## src/rtl/rob_pkg.sv

```systemverilog
// Reorder buffer shared definitions: sizing, entry type codes and entry layout.
package rob_pkg;

    localparam int ROB_SIZE  = 8;
    localparam int ROB_WIDTH = 3;

    typedef logic [ROB_WIDTH-1:0] rob_id_t;

    typedef enum logic [1:0] {
        ROB_REG    = 2'd0,
        ROB_STORE  = 2'd1,
        ROB_BRANCH = 2'd2,
        ROB_HALT   = 2'd3
    } rob_type_e;

    // One in-flight instruction. For branches, value holds the resolved next PC.
    typedef struct packed {
        logic        busy;
        logic        ready;
        rob_type_e   kind;
        logic [4:0]  rd;
        logic [31:0] value;
        logic [31:0] predAddr;
    } rob_entry_t;

    // Circular pointer advance; the wrap falls out of the power-of-two width.
    function automatic rob_id_t robNext(input rob_id_t id);
        return id + rob_id_t'(1);
    endfunction

endpackage

```

## src/rtl/rob.sv

```systemverilog
// Reorder buffer: keeps issued instructions in program order, captures results
// broadcast by the reservation station and load/store buffer, and retires the
// head entry once its result is known. A mispredicted branch at retire raises a
// one-cycle global clear carrying the redirect PC.
module rob
    import rob_pkg::*;
(
    input  logic                 clk_in,
    input  logic                 rst_in,
    input  logic                 rdy_in,

    output logic                 rob_full,
    output logic [ROB_WIDTH-1:0] issue_rob_id,

    input  logic                 dec_ready,
    input  logic [1:0]           dec_type,
    input  logic [4:0]           dec_rd,
    input  logic                 dec_has_value,
    input  logic [31:0]          dec_value,
    input  logic [31:0]          dec_pred_addr,

    input  logic                 rs_ready,
    input  logic [ROB_WIDTH-1:0] rs_rob_id,
    input  logic [31:0]          rs_value,

    input  logic                 lsb_ready,
    input  logic [ROB_WIDTH-1:0] lsb_rob_id,
    input  logic [31:0]          lsb_value,

    input  logic [ROB_WIDTH-1:0] qj_id,
    input  logic [ROB_WIDTH-1:0] qk_id,
    output logic                 qj_ready,
    output logic                 qk_ready,
    output logic [31:0]          qj_value,
    output logic [31:0]          qk_value,

    output logic                 commit_valid,
    output logic [4:0]           commit_rd,
    output logic [ROB_WIDTH-1:0] commit_rob_id,
    output logic [31:0]          commit_value,

    output logic                 store_commit,
    output logic [ROB_WIDTH-1:0] store_rob_id,

    output logic [ROB_WIDTH-1:0] head_rob_id,

    output logic                 clear,
    output logic [31:0]          clear_pc,
    output logic                 halt
);

    localparam logic [ROB_WIDTH:0] FULL_COUNT = (ROB_WIDTH+1)'(ROB_SIZE);
    localparam logic [ROB_WIDTH:0] COUNT_ONE  = (ROB_WIDTH+1)'(1);

    rob_entry_t          entryQ [ROB_SIZE];
    rob_entry_t          entryD [ROB_SIZE];
    rob_id_t             headQ, headD;
    rob_id_t             tailQ, tailD;
    logic [ROB_WIDTH:0]  countQ, countD;

    logic                commitValidQ, commitValidD;
    logic [4:0]          commitRdQ, commitRdD;
    rob_id_t             commitRobIdQ, commitRobIdD;
    logic [31:0]         commitValueQ, commitValueD;
    logic                storeCommitQ, storeCommitD;
    rob_id_t             storeRobIdQ, storeRobIdD;
    logic                clearQ, clearD;
    logic [31:0]         clearPcQ, clearPcD;
    logic                haltQ, haltD;

    logic                isFull;
    logic                isEmpty;
    rob_entry_t          headEntry;
    logic                canCommit;
    logic                doIssue;

    // Occupancy comes from the explicit count so full and empty never alias.
    always_comb begin
        isFull    = (countQ == FULL_COUNT);
        isEmpty   = (countQ == '0);
        headEntry = entryQ[headQ];
        canCommit = !clearQ && !haltQ && !isEmpty && headEntry.busy && headEntry.ready;
        doIssue   = dec_ready && !clearQ && (!isFull || canCommit);
    end

    // Next state: flush on clear, otherwise broadcasts, then retire, then issue
    // so a new entry overwrites whatever the other two did to the same slot.
    always_comb begin
        entryD       = entryQ;
        headD        = headQ;
        tailD        = tailQ;
        countD       = countQ;
        commitValidD = 1'b0;
        commitRdD    = commitRdQ;
        commitRobIdD = commitRobIdQ;
        commitValueD = commitValueQ;
        storeCommitD = 1'b0;
        storeRobIdD  = storeRobIdQ;
        clearD       = 1'b0;
        clearPcD     = clearPcQ;
        haltD        = haltQ;

        if (clearQ) begin
            for (int i = 0; i < ROB_SIZE; i++) begin
                entryD[i].busy  = 1'b0;
                entryD[i].ready = 1'b0;
            end
            headD  = '0;
            tailD  = '0;
            countD = '0;
        end else begin
            for (int i = 0; i < ROB_SIZE; i++) begin
                if (rs_ready && (rs_rob_id == rob_id_t'(i)) && entryQ[i].busy) begin
                    entryD[i].ready = 1'b1;
                    entryD[i].value = rs_value;
                end
                if (lsb_ready && (lsb_rob_id == rob_id_t'(i)) && entryQ[i].busy) begin
                    entryD[i].ready = 1'b1;
                    entryD[i].value = lsb_value;
                end
            end

            if (canCommit) begin
                entryD[headQ].busy  = 1'b0;
                entryD[headQ].ready = 1'b0;
                headD               = robNext(headQ);
                case (headEntry.kind)
                    ROB_REG: begin
                        commitValidD = 1'b1;
                        commitRdD    = headEntry.rd;
                        commitRobIdD = headQ;
                        commitValueD = headEntry.value;
                    end
                    ROB_STORE: begin
                        storeCommitD = 1'b1;
                        storeRobIdD  = headQ;
                    end
                    ROB_BRANCH: begin
                        if (headEntry.value != headEntry.predAddr) begin
                            clearD   = 1'b1;
                            clearPcD = headEntry.value;
                        end
                    end
                    ROB_HALT: begin
                        haltD = 1'b1;
                    end
                    default: begin
                        haltD = haltQ;
                    end
                endcase
            end

            if (doIssue) begin
                entryD[tailQ].busy     = 1'b1;
                entryD[tailQ].ready    = dec_has_value;
                entryD[tailQ].kind     = rob_type_e'(dec_type);
                entryD[tailQ].rd       = dec_rd;
                entryD[tailQ].value    = dec_value;
                entryD[tailQ].predAddr = dec_pred_addr;
                tailD                  = robNext(tailQ);
            end

            case ({doIssue, canCommit})
                2'b10:   countD = countQ + COUNT_ONE;
                2'b01:   countD = countQ - COUNT_ONE;
                default: countD = countQ;
            endcase
        end
    end

    // State update; reset wins, and a low rdy_in freezes every register.
    always_ff @(posedge clk_in) begin
        if (rst_in) begin
            for (int i = 0; i < ROB_SIZE; i++) begin
                entryQ[i] <= '0;
            end
            headQ        <= '0;
            tailQ        <= '0;
            countQ       <= '0;
            commitValidQ <= 1'b0;
            commitRdQ    <= '0;
            commitRobIdQ <= '0;
            commitValueQ <= '0;
            storeCommitQ <= 1'b0;
            storeRobIdQ  <= '0;
            clearQ       <= 1'b0;
            clearPcQ     <= '0;
            haltQ        <= 1'b0;
        end else if (rdy_in) begin
            for (int i = 0; i < ROB_SIZE; i++) begin
                entryQ[i] <= entryD[i];
            end
            headQ        <= headD;
            tailQ        <= tailD;
            countQ       <= countD;
            commitValidQ <= commitValidD;
            commitRdQ    <= commitRdD;
            commitRobIdQ <= commitRobIdD;
            commitValueQ <= commitValueD;
            storeCommitQ <= storeCommitD;
            storeRobIdQ  <= storeRobIdD;
            clearQ       <= clearD;
            clearPcQ     <= clearPcD;
            haltQ        <= haltD;
        end
    end

    // Operand lookup for qj: a same-cycle broadcast beats the stored result, rs first.
    always_comb begin
        qj_ready = entryQ[qj_id].ready;
        qj_value = entryQ[qj_id].value;
        if (lsb_ready && (lsb_rob_id == qj_id)) begin
            qj_ready = 1'b1;
            qj_value = lsb_value;
        end
        if (rs_ready && (rs_rob_id == qj_id)) begin
            qj_ready = 1'b1;
            qj_value = rs_value;
        end
    end

    // Operand lookup for qk, same priority as qj.
    always_comb begin
        qk_ready = entryQ[qk_id].ready;
        qk_value = entryQ[qk_id].value;
        if (lsb_ready && (lsb_rob_id == qk_id)) begin
            qk_ready = 1'b1;
            qk_value = lsb_value;
        end
        if (rs_ready && (rs_rob_id == qk_id)) begin
            qk_ready = 1'b1;
            qk_value = rs_value;
        end
    end

    assign rob_full      = isFull;
    assign issue_rob_id  = tailQ;
    assign head_rob_id   = headQ;
    assign commit_valid  = commitValidQ;
    assign commit_rd     = commitRdQ;
    assign commit_rob_id = commitRobIdQ;
    assign commit_value  = commitValueQ;
    assign store_commit  = storeCommitQ;
    assign store_rob_id  = storeRobIdQ;
    assign clear         = clearQ;
    assign clear_pc      = clearPcQ;
    assign halt          = haltQ;

endmodule

```

## config.mk

```make
export PLATFORM = sky130hd
export DESIGN_NAME = rob
export DESIGN_NICKNAME = d
export VERILOG_FILES = /design/src/rtl/rob_pkg.sv /design/src/rtl/rob.sv
export SDC_FILE = /design/constraint.sdc
export NUM_CORES = 2
export LEC_CHECK = 0
export CORE_ASPECT_RATIO = 1.5
export CORE_MARGIN = 4
export CORE_UTILIZATION = 46
export CTS_BUF_LIST = sky130_fd_sc_hd__clkbuf_2 sky130_fd_sc_hd__clkbuf_4 sky130_fd_sc_hd__clkbuf_8
export CTS_CLUSTER_SIZE = 10
export DETAILED_ROUTE_END_ITERATION = 16
export GPL_TIMING_DRIVEN = 1
export PLACE_DENSITY = 0.68
export SLEW_MARGIN = 5
export SYNTH_ARGS = -nofsm -noshare
export SYNTH_HDL_FRONTEND = slang
export SYNTH_SLANG_ARGS = --single-unit
```

## constraint.sdc

```tcl
create_clock -name clk_in -period 7.1 [get_ports clk_in]
set_input_delay 0.71 -clock clk_in [delete_from_list [all_inputs] [get_ports clk_in]]
set_output_delay 0.71 -clock clk_in [all_outputs]
set_load 0.05 [all_outputs]
```

### After elaboration in Yosys (flattened, before gate mapping)

Index checks and enable logic that the tools add are counted.

| storage, ports and cells | value |
|---|---|
| register bits | 673 |
| input bits | 154 |
| output and inout bits | 152 |
| logic and storage cells | 280 |

| cells by class | value |
|---|---|
| add/subtract/negate cells | 4 |
| $lt $le $gt $ge | 6 |
| eq/ne operators | 25 |
| muxes and demuxes | 116 |
| bitwise logic cells | 5 |
| reduce and logical (&&, ||, !) cells | 64 |

Operator list:

| cell | number |
|---|---|
| $bwmux 584 | 8 |
| $demux 73 s3 | 8 |
| $mux 584 | 3 |
| $mux 32 | 29 |
| $bmux 73 s3 | 3 |
| $mux 72 | 6 |
| $mux 73 | 4 |
| $mux 71 | 1 |
| $mux 69 | 1 |
| $mux 64 | 1 |
| $logic_and 1x1->1 | 44 |
| $mux 1 | 38 |
| $ne 32x32->1 | 1 |
| $eq 3x3->1 const B | 8 |
| $ge 4x4->1 const B | 4 |
| $mux 2 | 8 |
| $not 3->4 | 4 |
| $eq 3x2->1 const B | 4 |
| $eq 3x3->1 | 4 |
| $mux 3 | 4 |
| $reduce_and 4->1 | 3 |
| $lt 4x1->1 const B | 2 |
| $pmux 4 s2 | 1 |
| $reduce_and 2->1 | 4 |
| 17 further kinds | 27 |

### Logic depth before layout (Yosys ltp)

| logic depth | value |
|---|---|
| depth after elaboration | 18 |
| depth in mapped cells | 15 |
| gate-level depth less buffers | 11 |

### Worst setup path before layout

Ideal clock, no wire load.

| timing | value |
|---|---|
| path type | input port to output port |
| start | input port qk_id[0] |
| end | output port qk_value[15] |
| arrival time | 3.532 ns |
| data required time | 6.390 ns |
| path slack | 2.858 ns |
| stages on the path | 8 |
| buffers on the path | 3 |
| cells stage by stage | clkbuf_1 -> buf_1 -> buf_1 -> mux4_2 -> mux2i_1 -> nand2_1 -> o21ai_0 -> o21ai_0 |

| between the ends | value |
|---|---|
| longest elaborated chain between the ends | 6 |
| elaborated cells between the ends (all ways) | 10 |
| those cells by class | eq/ne: 2; mux: 5; bitwise: 1; reduce/logical: 2 |

RTL lines:

| item | RTL line | RTL |
|---|---|---|
| from (decl) | rob.sv:31 | `input logic [ROB_WIDTH-1:0] qk_id,` |
| $not 3->4 (implied by the code) | rob.sv:225 | `qk_value = entryQ[qk_id].value;` |
| $bmux 73 s3 | rob.sv:225 |  |
| $mux 72 (implied by the code) (2 in a row) | rob.sv:225 |  |
| $mux 32 | rob.sv:226 | `if (lsb_ready && (lsb_rob_id == qk_id)) begin` |
| $mux 32 * | rob.sv:230 | `if (rs_ready && (rs_rob_id == qk_id)) begin` |
| to (decl) | rob.sv:35 | `output logic [31:0] qk_value,` |

Every way passes the cells marked *; elsewhere a longest branch is shown, timed or not. The select of a mux whose other input is x is not followed.

### Worst setup path after layout

| timing | value |
|---|---|
| start | register headQ[1] (netlist: head_rob_id[1]) |
| end | register entryQ[345] (netlist bit) |

| between the ends | value |
|---|---|
| longest elaborated chain between the ends | 15 |
| elaborated cells between the ends (all ways) | 21 |
| those cells by class | mux: 16; bitwise: 1; reduce/logical: 4 |

RTL lines:

| item | RTL line | RTL |
|---|---|---|
| from (decl) | rob.sv:57 | `rob_id_t headQ, headD;` |
| from (signal assigned) | rob.sv:177 | `headQ <= '0;` |
| from (signal assigned) | rob.sv:193 | `headQ <= headD;` |
| $not 3->4 (implied by the code) * | rob.sv:81, rob.sv:124, rob.sv:125 |  |
| $bmux 73 s3 | rob.sv:81 | `headEntry = entryQ[headQ];` |
| $mux 73 (implied by the code) (2 in a row) | rob.sv:81 |  |
| $logic_and 1x1->1 (2 in a row) | rob.sv:82 | `canCommit = !clearQ && !haltQ && !isEmpty && headEntry.busy && headEntry.ready;` |
| $mux 584 | rob.sv:123 | `if (canCommit) begin` |
| $mux 584 | rob.sv:103 | `if (clearQ) begin` |
| $bwmux 584 | rob.sv:154 | `entryD[tailQ].busy = 1'b1;` |
| $bwmux 584 | rob.sv:155 | `entryD[tailQ].ready = dec_has_value;` |
| $bwmux 584 | rob.sv:156 | `entryD[tailQ].kind = rob_type_e'(dec_type);` |
| $bwmux 584 | rob.sv:157 | `entryD[tailQ].rd = dec_rd;` |
| $bwmux 584 | rob.sv:158 | `entryD[tailQ].value = dec_value;` |
| $bwmux 584 | rob.sv:159 | `entryD[tailQ].predAddr = dec_pred_addr;` |
| $mux 584 * | rob.sv:153 | `if (doIssue) begin` |
| to (signal, indexed assignment) | rob.sv:191 | `entryQ[i] <= entryD[i];` |
| to (decl) | rob.sv:55 | `rob_entry_t entryQ [ROB_SIZE];` |

Marked as above.
A chain may end at the register's enable or synchronous reset.

==> flow_summary.yaml <==
outcome:
  status: "completed"
finish:
  fin_nets: 5122
  final_layout_size_suffix_gt1_share_pct: 11.86
  fillCellCount: 8286
  syn_to_final_growth_pct: 12.74
  fin_area_sq_um: 46640
logic_synthesis:
  ys_async_sr_fraction_pct: 0
  synth_edf_count: 0
  synth_warnings: 0
  synth_ff_type: "dfxtp_1"
  netlist_area_sq_um: 41370
  synth_seq_area_share_pct: 32.57
  yosysMostFrequentCell: "nand2_1"
  synthTopCellsByCount: "814 x nand2_1, 673 x dfxtp_1, 642 x a21oi_1"
  netlist.area_leader.share_pct: 32.57
  synth-seq-cells: 673
  ys_top_cells_by_area: "dfxtp_1 33%, mux4_2 11%, a211oi_1 9.8%, mux2i_1 9.7%, a21oi_1 7.8%"
  yosysUniqueCellTypes: 70
  synth_area_leader_cell: "dfxtp_1"
  synth_fp_nets: 5240
  syn_inst: 5082
  avgSynthCellArea_sq_um: 8.140
floorplan:
  die_x_microns: 252.9
  rows: 134
  io_pins: 306
  die-area_sq_um: 94890
  start_util_pct: 46.47
  die_h_microns: 375.3
  design.core.area_sq_um: 89030
clocking:
  ctsLongestPathBuffers: 3
  cts-resized-gates: 0
  h-tree-depth: 3
  clock_latency_ns: 0.81
  root_buffer: "clkbuf_8"
  post_cts_buffers: 0
  cts_tree: "done"
  clkTransAtPathRegs_ns: 0.06
  hold_buffers: 0
  cts_sinks: 673
  cts_made_buffers: 108
power:
  vdd_drop_max_v: 0.0001630
  p_leak_uw: 0.01744
  combPwrFrac_pct: 17.2
  p_int_uw: 6543
  power_frac_seq_pct: 42.8
  power_density_nw_per_um2: 202.2
  pwr-share-clk_pct: 40.0
  swShare_pct: 30.62
  switching_power_uw: 2887
critical_path:
  critical_path_class: "reg2reg"
  worst-path-max-fanout: 52
  cp.arrival_ns: 5.60
  worstPathRequired_ns: 7.68
  cp-start-kind: "flip-flop"
  cpMaxStageDelayCell: "dfxtp_4"
  crit_chain: "buf_4 -> or3_1 -> o2111ai_1 -> a2111o_1 -> a211o_1 -> nor3_4 -> buf_4 -> a211oi_1 -> a21oi_1 -> a211oi_1"
  cpPeakStageDelay_ns: 0.78
  end_kind: "flip-flop"
placement:
  gp_congestion: 0.9277
  place_worst_setup_slack_ns: 2.233
  port_buffers: 305
  dp_hpwl_microns: 102500
  placed_area_sq_um: 44170
route:
  wirelength_microns: 167800
  drt_iter0_markers: 5188
  via_count: 40610
  antenna_left: 0
  firstDrtPassIters: 6
  post-route-drc-count: 0
  wl_per_cell_microns: 26.95
  vias_per_cell: 6.525
global_route:
  grt_pass1_vias: 38140
  grt_max_degree: 209
  gr-usage-all-layers_pct: 33.96
  gr-total-overflow: 0
  antenna_found_initial: 20
  grt_pass1_wl_microns: 248300
timing:
  max_slew_margin_pct: 12.73
  setup_ws_ns: 2.081
  layout_min_cycle_time_ns: 5.019
  skew_ns: 0.05808
  worst_slew_pin_slew_ns: 1.306
  min_period_over_period_pct: 70.69
  setup_viol: 0
  slew_violations: 0
  setup_tns_ns: 0
  fmax_mhz: 199.2
  hold_viol_final: 0
  rsz0062_at_grt: "no"
hold_path:
  min_path_type: "reg2reg"
job:
  cap_violations: 0
state kept, by name, summed over array words and instances, names as in the netlist:
name           flops
commit_valid       1
clear_pc          32
entryQ           584
countQ             4
issue_rob_id       3
halt               1
commit_rob_id      3
store_rob_id       3
commit_value      32
commit_rd          5
clear              1
store_commit       1
head_rob_id        3
cells by family after synthesis:
group,after synthesis,synth area share [%]
multiplexers,633,21.33
AND/OR/NAND/NOR,1533,14.71
flip-flops,673,32.57
AO/OA/AOI/OAI,1540,23.51
XOR/XNOR,54,1.143
adder cells (fa/ha/maj),4,0.1210
buffers and inverters,645,6.609
cell usage in the layout, fill, tap and decap left out, types with 5 or more instances in the layout:
master,count
a21oi_1,642
and2_2,9
diode_2,18
mux2i_1,395
clkinv_2,18
clkbuf_4,28
xor2_1,18
and2_1,5
a311oi_1,29
mux4_2,195
buf_12,7
inv_1,7
a221oi_1,32
a211oi_1,541
mux2_2,38
buf_4,98
nand4_1,12
xnor2_1,36
o211ai_1,5
nand2_2,9
nor2b_1,16
nor2_1,612
o22ai_1,16
nand3_2,10
nand2_1,806
clkbuf_8,139
nand2b_1,8
nand3_1,5
a22o_1,15
a22oi_1,45
clkdlybuf4s50_1,298
o21ai_0,158
dfxtp_1,670
a221o_1,16
final timing paths:
| kind | slack (ns) | from | cells past startpoint | endpoint |
|---|---|---|---|---|
| max | 2.08 | head_rob_id[1] | 10 | entryQ[345] |
| min reg2reg | 0.45 | entryQ[467] | 2 | entryQ[467] |
| max reg2reg | 2.08 | head_rob_id[1] | 10 | entryQ[345] |
| min | 0.45 | entryQ[467] | 2 | entryQ[467] |
critical path: cells and delay by family (launching register included):
family	cells	cell delay, ns
simple gates	2	0.95
compound gates	6	1.81
flops	1	0.78
buf+inv	2	1.19
power by group through the flow:
stage	sequential, uW	clock, uW	combinational, uW
3_5_place_dp	4110	0	1600
5_1_grt	4050	3960	1720
6_report	4030	3770	1630
2_1_floorplan	4060	0	1100
3_3_place_gp	4110	0	1580
4_1_cts	4030	3810	1600
area by class of cell:
cell class	count	area, sq um	share of cell area (%)
inverter	11	41.29	0.08853
timing repair buffer	406	3884	8.328
multi-input combinational	3764	25320	54.29
clock inverter	29	294.0	0.6305
tap	1156	1446	3.101
sequential	673	13480	28.91
clock buffer	167	2123	4.553
antenna	18	45.04	0.09658
metal layers:
metal	share of wire (%)	GRT usage, %	routed length, microns	vias up
met5	0.018	0	31	-
met2	45	52.87	75000	2562
met3	11	7.785	18380	702
met4	8.8	24.80	14790	4
met1	35	41.07	59550	19230
li1	-	-	-	18120
through the flow:
step / total power [uW] / utilization (%) / hold WS, ns / cells
2_1_floorplan: 5162 / - / 0.4315 / 5082
3_3_place_gp: 5688 / 49.62 / 0.4383 / 6010
3_5_place_dp: 5708 / 49.62 / 0.4431 / 6010
4_1_cts: 9435 / 52.33 / 0.4520 / 6206
5_1_grt: 9729 / 52.36 / 0.4666 / 6216
6_report: 9430 / 52.39 / 0.4508 / 6224
(Power assumes the default switching activity.)
